--- src/rtl/cpu_types_pkg.sv ---
// Shared types for the pipeline control unit: FSM states and the bundled
// per-stage enable/flush control vector with its fixed patterns.
package cpu_types_pkg;

  typedef enum logic [1:0] {
    RUN   = 2'd0,
    DWAIT = 2'd1,
    HALT  = 2'd2
  } pctrl_state_t;

  typedef struct packed {
    logic pc_en;
    logic ifid_en;
    logic ifid_flush;
    logic idex_en;
    logic idex_flush;
    logic exmem_en;
    logic exmem_flush;
    logic memwb_en;
    logic memwb_flush;
  } pctrl_ctrl_t;

  localparam pctrl_ctrl_t CTRL_GO     = 9'b1_10_10_10_10;
  localparam pctrl_ctrl_t CTRL_FETCH  = 9'b0_11_10_10_10;
  localparam pctrl_ctrl_t CTRL_LU     = 9'b0_00_11_10_10;
  localparam pctrl_ctrl_t CTRL_REDIR  = 9'b1_11_11_10_10;
  // Only MEM/WB advances, taking a bubble so the last writeback is not repeated.
  localparam pctrl_ctrl_t CTRL_DSTALL = 9'b0_00_00_00_11;
  localparam pctrl_ctrl_t CTRL_RESET  = 9'b0_01_01_01_01;
  localparam pctrl_ctrl_t CTRL_FROZEN = 9'b0_00_00_00_00;

endpackage

--- src/rtl/load_use_detect.sv ---
// Combinational load-use hazard check: the load in ID/EX writes a register
// that the instruction in IF/ID reads (rs or rt); $zero never conflicts.
module load_use_detect
  import cpu_types_pkg::*;
(
  input  logic [31:0] ifid_instr,
  input  logic        idex_dREN,
  input  logic [4:0]  idex_wsel,
  output logic        lu_hazard
);

  logic [4:0] rs;
  logic [4:0] rt;
  logic       unused_instr_bits;

  assign rs = ifid_instr[25:21];
  assign rt = ifid_instr[20:16];
  assign unused_instr_bits = ^{ifid_instr[31:26], ifid_instr[15:0]};

  assign lu_hazard = idex_dREN && (idex_wsel != 5'd0) &&
                     ((idex_wsel == rs) || (idex_wsel == rt));

endmodule

--- src/rtl/pipeline_ctrl.sv ---
// Pipeline control: per-cycle stall/flush resolution for PC and the four
// pipeline registers, sticky halt, and a saturating stall-cycle counter.
module pipeline_ctrl
  import cpu_types_pkg::*;
#(
  parameter int CNT_W = 32
) (
  input  logic             CLK,
  input  logic             RST,
  input  logic             ihit,
  input  logic             dhit,
  input  logic [31:0]      ifid_instr,
  input  logic             idex_dREN,
  input  logic [4:0]       idex_wsel,
  input  logic             exmem_dREN,
  input  logic             exmem_dWEN,
  input  logic             ex_redirect,
  input  logic             memwb_halt,
  output logic             pc_EN,
  output logic             ifid_EN,
  output logic             ifid_flush,
  output logic             idex_EN,
  output logic             idex_flush,
  output logic             exmem_EN,
  output logic             exmem_flush,
  output logic             memwb_EN,
  output logic             memwb_flush,
  output logic             halted,
  output logic [CNT_W-1:0] stall_cnt
);

  pctrl_state_t     state_q, state_d;
  logic [CNT_W-1:0] cnt_q;
  pctrl_ctrl_t      ctrl, run_ctrl;
  logic             lu_hazard;
  logic             dmiss;

  load_use_detect u_lu (
    .ifid_instr (ifid_instr),
    .idex_dREN  (idex_dREN),
    .idex_wsel  (idex_wsel),
    .lu_hazard  (lu_hazard)
  );

  assign dmiss = (exmem_dREN | exmem_dWEN) & ~dhit;

  always_comb begin
    run_ctrl = CTRL_GO;
    if (ex_redirect)    run_ctrl = CTRL_REDIR;
    else if (lu_hazard) run_ctrl = CTRL_LU;
    else if (!ihit)     run_ctrl = CTRL_FETCH;
  end

  always_comb begin
    ctrl    = CTRL_GO;
    state_d = state_q;
    case (state_q)
      RUN: begin
        if (dmiss) begin
          ctrl    = CTRL_DSTALL;
          state_d = DWAIT;
        end else begin
          ctrl = run_ctrl;
        end
        if (memwb_halt) state_d = HALT;
      end
      DWAIT: begin
        // The request stays held in EX/MEM, so only dhit is needed to release.
        if (!dhit) begin
          ctrl = CTRL_DSTALL;
        end else begin
          ctrl    = run_ctrl;
          state_d = RUN;
        end
        if (memwb_halt) state_d = HALT;
      end
      HALT: ctrl = CTRL_FROZEN;
      default: begin
        ctrl    = CTRL_FROZEN;
        state_d = RUN;
      end
    endcase
    if (RST) ctrl = CTRL_RESET;
  end

  always_ff @(posedge CLK) begin
    if (RST) begin
      state_q <= RUN;
      cnt_q   <= '0;
    end else begin
      state_q <= state_d;
      if (!ctrl.pc_en && (state_q != HALT) && (cnt_q != '1))
        cnt_q <= cnt_q + CNT_W'(1);
    end
  end

  assign pc_EN       = ctrl.pc_en;
  assign ifid_EN     = ctrl.ifid_en;
  assign ifid_flush  = ctrl.ifid_flush;
  assign idex_EN     = ctrl.idex_en;
  assign idex_flush  = ctrl.idex_flush;
  assign exmem_EN    = ctrl.exmem_en;
  assign exmem_flush = ctrl.exmem_flush;
  assign memwb_EN    = ctrl.memwb_en;
  assign memwb_flush = ctrl.memwb_flush;
  assign halted      = (state_q == HALT);
  assign stall_cnt   = cnt_q;

endmodule
--- config.mk ---
export PLATFORM = sky130hd
export DESIGN_NAME = pipeline_ctrl
export DESIGN_NICKNAME = d
export VERILOG_FILES = /design/src/rtl/cpu_types_pkg.sv /design/src/rtl/load_use_detect.sv /design/src/rtl/pipeline_ctrl.sv
export SDC_FILE = /design/constraint.sdc
export NUM_CORES = 1
export LEC_CHECK = 0
export ABC_CLOCK_PERIOD_IN_PS = 6750
export CAP_MARGIN = 25
export CORE_MARGIN = 2
export CORE_UTILIZATION = 35
export DETAILED_ROUTE_END_ITERATION = 8
export DONT_BUFFER_PORTS = 1
export GPL_TIMING_DRIVEN = 0
export REMOVE_ABC_BUFFERS = 1
export SLEW_MARGIN = 40
export SYNTH_ARGS = -nofsm -noshare
export SYNTH_HDL_FRONTEND = slang
export SYNTH_HIERARCHICAL = 1
export SYNTH_SLANG_ARGS = --single-unit
--- constraint.sdc ---
create_clock -name CLK -period 6.75 [get_ports CLK]
set_clock_uncertainty 0.05 [all_clocks]
set_input_delay 1.0125 -clock CLK [delete_from_list [all_inputs] [get_ports CLK]]
set_output_delay 1.0125 -clock CLK [all_outputs]
set_load 0.05 [all_outputs]
== Word level (Yosys, flattened, before mapping) ==
Cells that the tools add are included.
Storage, ports and cells
  input port bits: 46
  flip-flop bits (word level): 34
  output and inout port bits: 42
  logic and storage cells: 36
Cells by class
  multiplexer cells: 12
  $add $sub $neg: 1
  equal/unequal tests: 8
  bitwise logic cells: 4
  reductions and logical operators: 9
Operators with widths (count)
  $mux W9: 6
  $add A32 B1 Y32 const B: 1
  $ne A32 B32 Y1 const B: 1
  $pmux W9 S2: 1
  $eq A5 B5 Y1: 2
  $mux W2: 4
  $ne A3 B3 Y1 const B: 2
  $pmux W2 S3: 1
  $reduce_bool A5 Y1: 1
  $logic_and A1 B1 Y1: 4
  $reduce_and A3 Y1: 1
  $eq A2 B1 Y1 const B: 1
  $eq A2 B2 Y1 const B: 1
  $logic_not A2 Y1: 1
  $ne A2 B2 Y1 const B: 1
  $not A1 Y1: 2
  $and A1 B1 Y1: 1
  $logic_not A1 Y1: 1
  $logic_or A1 B1 Y1: 1
  $or A1 B1 Y1: 1

== Depth between registers and ports, before layout ==
Gate-level depths: netlist of run 1.
  depth in word-level cells: 11
  mapped depth: 11
  depth with buffers taken out: 9

== Hierarchy ==
The synthesis of run 1 kept the hierarchy.
Modules (own cells, without submodules)
  pipeline_ctrl: cells an instance 226, sequential area each 680.7 µm², area an instance 1893.1 µm², times used 1
  load_use_detect: cells an instance 17, sequential area each 0.0 µm², area an instance 125.1 µm², times used 1

== Worst setup path before layout of run 1 ==
No wires, ideal clock.
  kind: input port to output port
  from: in idex_wsel[1]
  to: out ifid_EN
  path slack: 2.801 ns
  stages on the path: 5
  arrival time: 2.887 ns
  required time: 5.688 ns
  path buffers: 0
  cell sequence: or4_1 -> o21ai_1 -> a21oi_1 -> nor2b_1 -> nor3_1
On the way
  word-level cells in the longest chain between the ends: 8
  elaborated cells between the ends (all ways): 12
  classes of those cells: 2 x eq/ne; 6 x mux; 4 x reduce/logical
RTL lines
  start, declared: line pipeline_ctrl.sv:14  | input logic [4:0] idex_wsel,
  $eq A5 B5 Y1 / $reduce_bool A5 Y1 (equally long branches): line load_use_detect.sv:21, load_use_detect.sv:20
  $logic_or A1 B1 Y1 / $logic_and A1 B1 Y1 (equally long branches): line load_use_detect.sv:21, load_use_detect.sv:20
  $logic_and A1 B1 Y1 *: line load_use_detect.sv:20  | assign lu_hazard = idex_dREN && (idex_wsel != 5'd0) &&
  via lu_hazard: line pipeline_ctrl.sv:35  | logic lu_hazard;
  $mux W9 *: line pipeline_ctrl.sv:50  | else if (lu_hazard) run_ctrl = CTRL_LU;
  $mux W9 *: line pipeline_ctrl.sv:49  | if (ex_redirect) run_ctrl = CTRL_REDIR;
  $mux W9 (on tied branches): line pipeline_ctrl.sv:69, pipeline_ctrl.sv:59
  $pmux W9 S2 *: line pipeline_ctrl.sv:57  | case (state_q)
  $mux W9 *: line pipeline_ctrl.sv:83  | if (RST) ctrl = CTRL_RESET;
  end, declared: line pipeline_ctrl.sv:20  | output logic ifid_EN,
The timed path passes the listed nets; every way through them passes the cells marked *.

== Worst setup path in the final report of run 1 ==
Ends and elaborated chain as after synthesis.

==> flow_summary_export.csv, run 1 <==
group,metric,value,unit
worst_setup_path,cp_data_required_time,5.69,ns
worst_setup_path,worstPathArrival,2.55,ns
layout,area_delta_synth_final,8.37,%
pwr,pwr-share-clk,0.428,
clock_tree,clock_path_buffers,2,
detailed_routing,drtPass1Iterations,4,
global_routing,grt_use_met1,0.206,
detailed_routing,ant_nets,0,
layout,antenna_cells,0,
clock_tree,postCtsHoldBufs,0,
sta,final.setup.worst_slack,3.14,ns
clock_tree,numCtsBuffers,5,
floorplanning,die_height,79.9,µm
placement,numPortBuffers,0,
sta,drv_slew,0,
outcome,status,"complete, no violations",
global_routing,antenna_found_initial,0,
synthesis,synth_area_leaders,"dfxtp_1 34%, or4_1 5.6%, a21oi_1 5.2%",
worst_setup_path,r2r_cells,7,
clock_tree,h-tree-depth,2,
pwr,peakVddDrop,0.106,mV
synthesis,synth_edf_count,0,
detailed_routing,avgViaCountPerCell,5.71,
placement,place_ws,2.98,ns
flow_run,maxCapViolations,0,
clock_tree,postCtsSetupBuffers,0,
floorplanning,rows,27,
detailed_routing,drtIter0Drc,101,
clock_tree,cts_resized,0,
pwr,power_leakage,0.631,nW
sta,fin_crit_sh,0.535,
layout,fin_nets,287,
sta,hold_violations,0,
worst_setup_path,endpoint_kind,"output pin",
sta,tightest_slew,0.850,ns
worst_setup_path,crit_fanout,4,
sta,period_needed,3.61,ns
detailed_routing,routed_wl,4760,µm
worst_setup_path,r2r-start,"stall_cnt[16]",
synthesis,syn-cell-area,2020,µm²
clock_tree,tritoncts,"done",
worst_setup_path,path_class,"input pin to output pin",
global_routing,gr-max-usage-layer,"met2",
synthesis,synth_top_area_share,0.337,
synthesis,synth_async_sr_flop_share,0,
min_path,min_to,"state_q[1]",
global_routing,grtUsageTotal,0.157,
sta,max_slew_margin,0.430,
clock_tree,path_clk_slew,0.07,ns
synthesis,syn_avg_cell_area,8.31,µm²
pwr,p_sw,0.116,mW
synthesis,yosysTopAreaCell,"dfxtp_1",
floorplanning,core,5540,µm²
min_path,hold_depth,2,
global_routing,grt_start_max_net_pins,42,
layout,final_cell_mix,"34 x dfxtp_1, 21 x a21oi_1, 15 x or4_1",
pwr,power_frac_comb,0.099,
sta,fmax,277,MHz
global_routing,grt_first_pass_wirelength,8070,µm
clock_tree,clkSinkCount,34,
global_routing,use_met3,0.0520,
synthesis,ys_types,40,
floorplanning,dieArea,6390,µm²
detailed_routing,wl_per_cell,15.3,µm
global_routing,grt_pass1_vias,1643,
synthesis,synth_seq_cells,34,
global_routing,grt_overflow,0,
pwr,sw_frac_of_total,0.259,
pwr,seqPwrFrac,0.473,
clock_tree,clkLatencyLatePin,0.28,ns
worst_setup_path,start_kind,"input pin",
synthesis,synthFlopType,"dfxtp_1",
detailed_routing,drc_errors,0,
pwr,p_int,0.333,mW
sta,setup_tns,0,ns
synthesis,syn_inst,243,
synthesis,ys_seq_area_frac,0.337,
clock_tree,cts_root_buffer,"clkbuf_8",
placement,dp_hpwl,3370,µm
sta,rsz0062_at_grt,"false",
min_path,hold_path_class,"flop to flop",
layout,mostFrequentLayoutCell,"dfxtp_1",
pwr,p_per_area,206,nW/µm²
min_path,min_from,"state_q[0]",
detailed_routing,via_count,1780,
synthesis,yosysWarnings,6,
placement,place_congestion,0.742,
floorplanning,die_w,79.9,µm
floorplanning,num_io_pins,88,
layout,drive_gt1_frac,0.163,
floorplanning,initial_utilization,0.364,
sta,setup_violations,0,
global_routing,met2_usage,0.243,
worst_setup_path,reg2reg_to,"stall_cnt[5]",
worst_setup_path,r2r_slack,3.85,ns
-- per-layer routing --
metal  vias up  part of all wire  routed length, µm
met2        37              0.48               2300
met4         0            0.0065                 31
li1        905                 -                  -
met5         -                 0                  0
met3         2             0.058                276
met1       836              0.45               2150
-- power by group through the flow --
stage	clock network [mW]	registers [mW]	logic [mW]
2_1_floorplan	0	0.216	0.0380
3_3_place_gp	0	0.218	0.0424
3_5_place_dp	0	0.218	0.0443
4_1_cts	0.201	0.213	0.0445
5_1_grt	0.208	0.213	0.0485
6_report	0.193	0.213	0.0444
-- cell type report --
class / instances / area (µm²)
Clock buffer: 6 / 82.6
Clock inverter: 1 / 30.0
Sequential cell: 34 / 681
Tap cell: 72 / 90.1
Fill cell: 581 / 3350
Timing Repair Buffer: 2 / 22.5
Inverter: 9 / 33.8
Multi-Input combinational cell: 188 / 1250
-- cells by family after synthesis --
logic type	count (synthesis)	share of synthesized area
and+or+nand+nor	108	0.324
AOI/OAI and AO/OA	65	0.206
DFF	34	0.337
buffers and inverters	21	0.0558
xor gates and xnor gates	11	0.0477
muxes	3	0.0223
adders and majority gates	1	0.00620
-- worst max path at each step --
stage          slack [ns]    startpoint            to  cells past startpoint
3_5_place_dp         2.98  idex_wsel[0]  stall_cnt[5]                      9
3_3_place_gp         2.70  idex_wsel[1]       ifid_EN                      5
5_1_grt              2.94  idex_wsel[0]         pc_EN                      7
2_1_floorplan        2.80  idex_wsel[1]       ifid_EN                      5
4_1_cts              3.13  idex_wsel[1]       ifid_EN                      5
6_report             3.14  idex_wsel[1]       ifid_EN                      5
-- metrics by stage --
stage,utilization,cell area [µm²],total power [mW],cells,hold WS [ns]
after floorplan,-,1940,0.254,231,0.489
after global placement,0.366,2030,0.260,303,0.533
after detailed placement,0.373,2070,0.262,305,0.567
after CTS,0.394,2180,0.458,312,0.576
after global routing,0.395,2190,0.470,312,0.611
final,0.395,2190,0.450,312,0.564
-- flip-flops by register name (all words and copies together), names as in the netlist --
name	cells
stall_cnt	32
state_q	2
-- Yosys cell counts, types with 3 or more instances --
master / instances
inv_1: 9
dfxtp_1: 34
buf_6: 3
clkbuf_1: 4
a21oi_2: 9
nor3_1: 6
or3_1: 13
nor2_1: 14
or2_2: 4
xor2_1: 6
nor2b_1: 4
nand3_1: 14
nand2_1: 14
o21ai_0: 12
o31ai_1: 14
xnor2_1: 5
nand4_1: 7
nand2b_1: 3
buf_2: 3
or4_1: 15
a21oi_1: 21
mux2_4: 3
o21ai_1: 4
-- worst max-delay path, cell delays in order --
cell	delay (ns)
or4_1	0.51
o21ai_1	0.15
a21oi_1	0.09
nor2b_1	0.15
nor3_2	0.64
Note: power is estimated with default switching activity, not from simulation.
==> run 2: changes to the inputs <==
Settings changed: ABC_CLOCK_PERIOD_IN_PS 6750 to 3400.
Clock period 6.75 ns to 3.4 ns, I/O delays scaled along.
==> results of run 2 <==
Same layout as run 1 (identical final DEF). Status: complete, no violations.
Among the figures that moved: setup slack after placement 2.98 ns -> 0.136 ns; setup slack after layout 3.14 ns -> 0.429 ns; hold slack 0.564 ns -> 0.229 ns; start point of the critical path idex_wsel[1] -> idex_wsel[0]; end point of the critical path ifid_EN -> stall_cnt[5]; register-to-register setup slack 3.85 ns -> 0.50 ns; end point of the worst hold path state_q[1] -> stall_cnt[17]; total power 0.450 mW -> 0.893 mW; worst IR drop on VDD 0.106 mV -> 0.211 mV
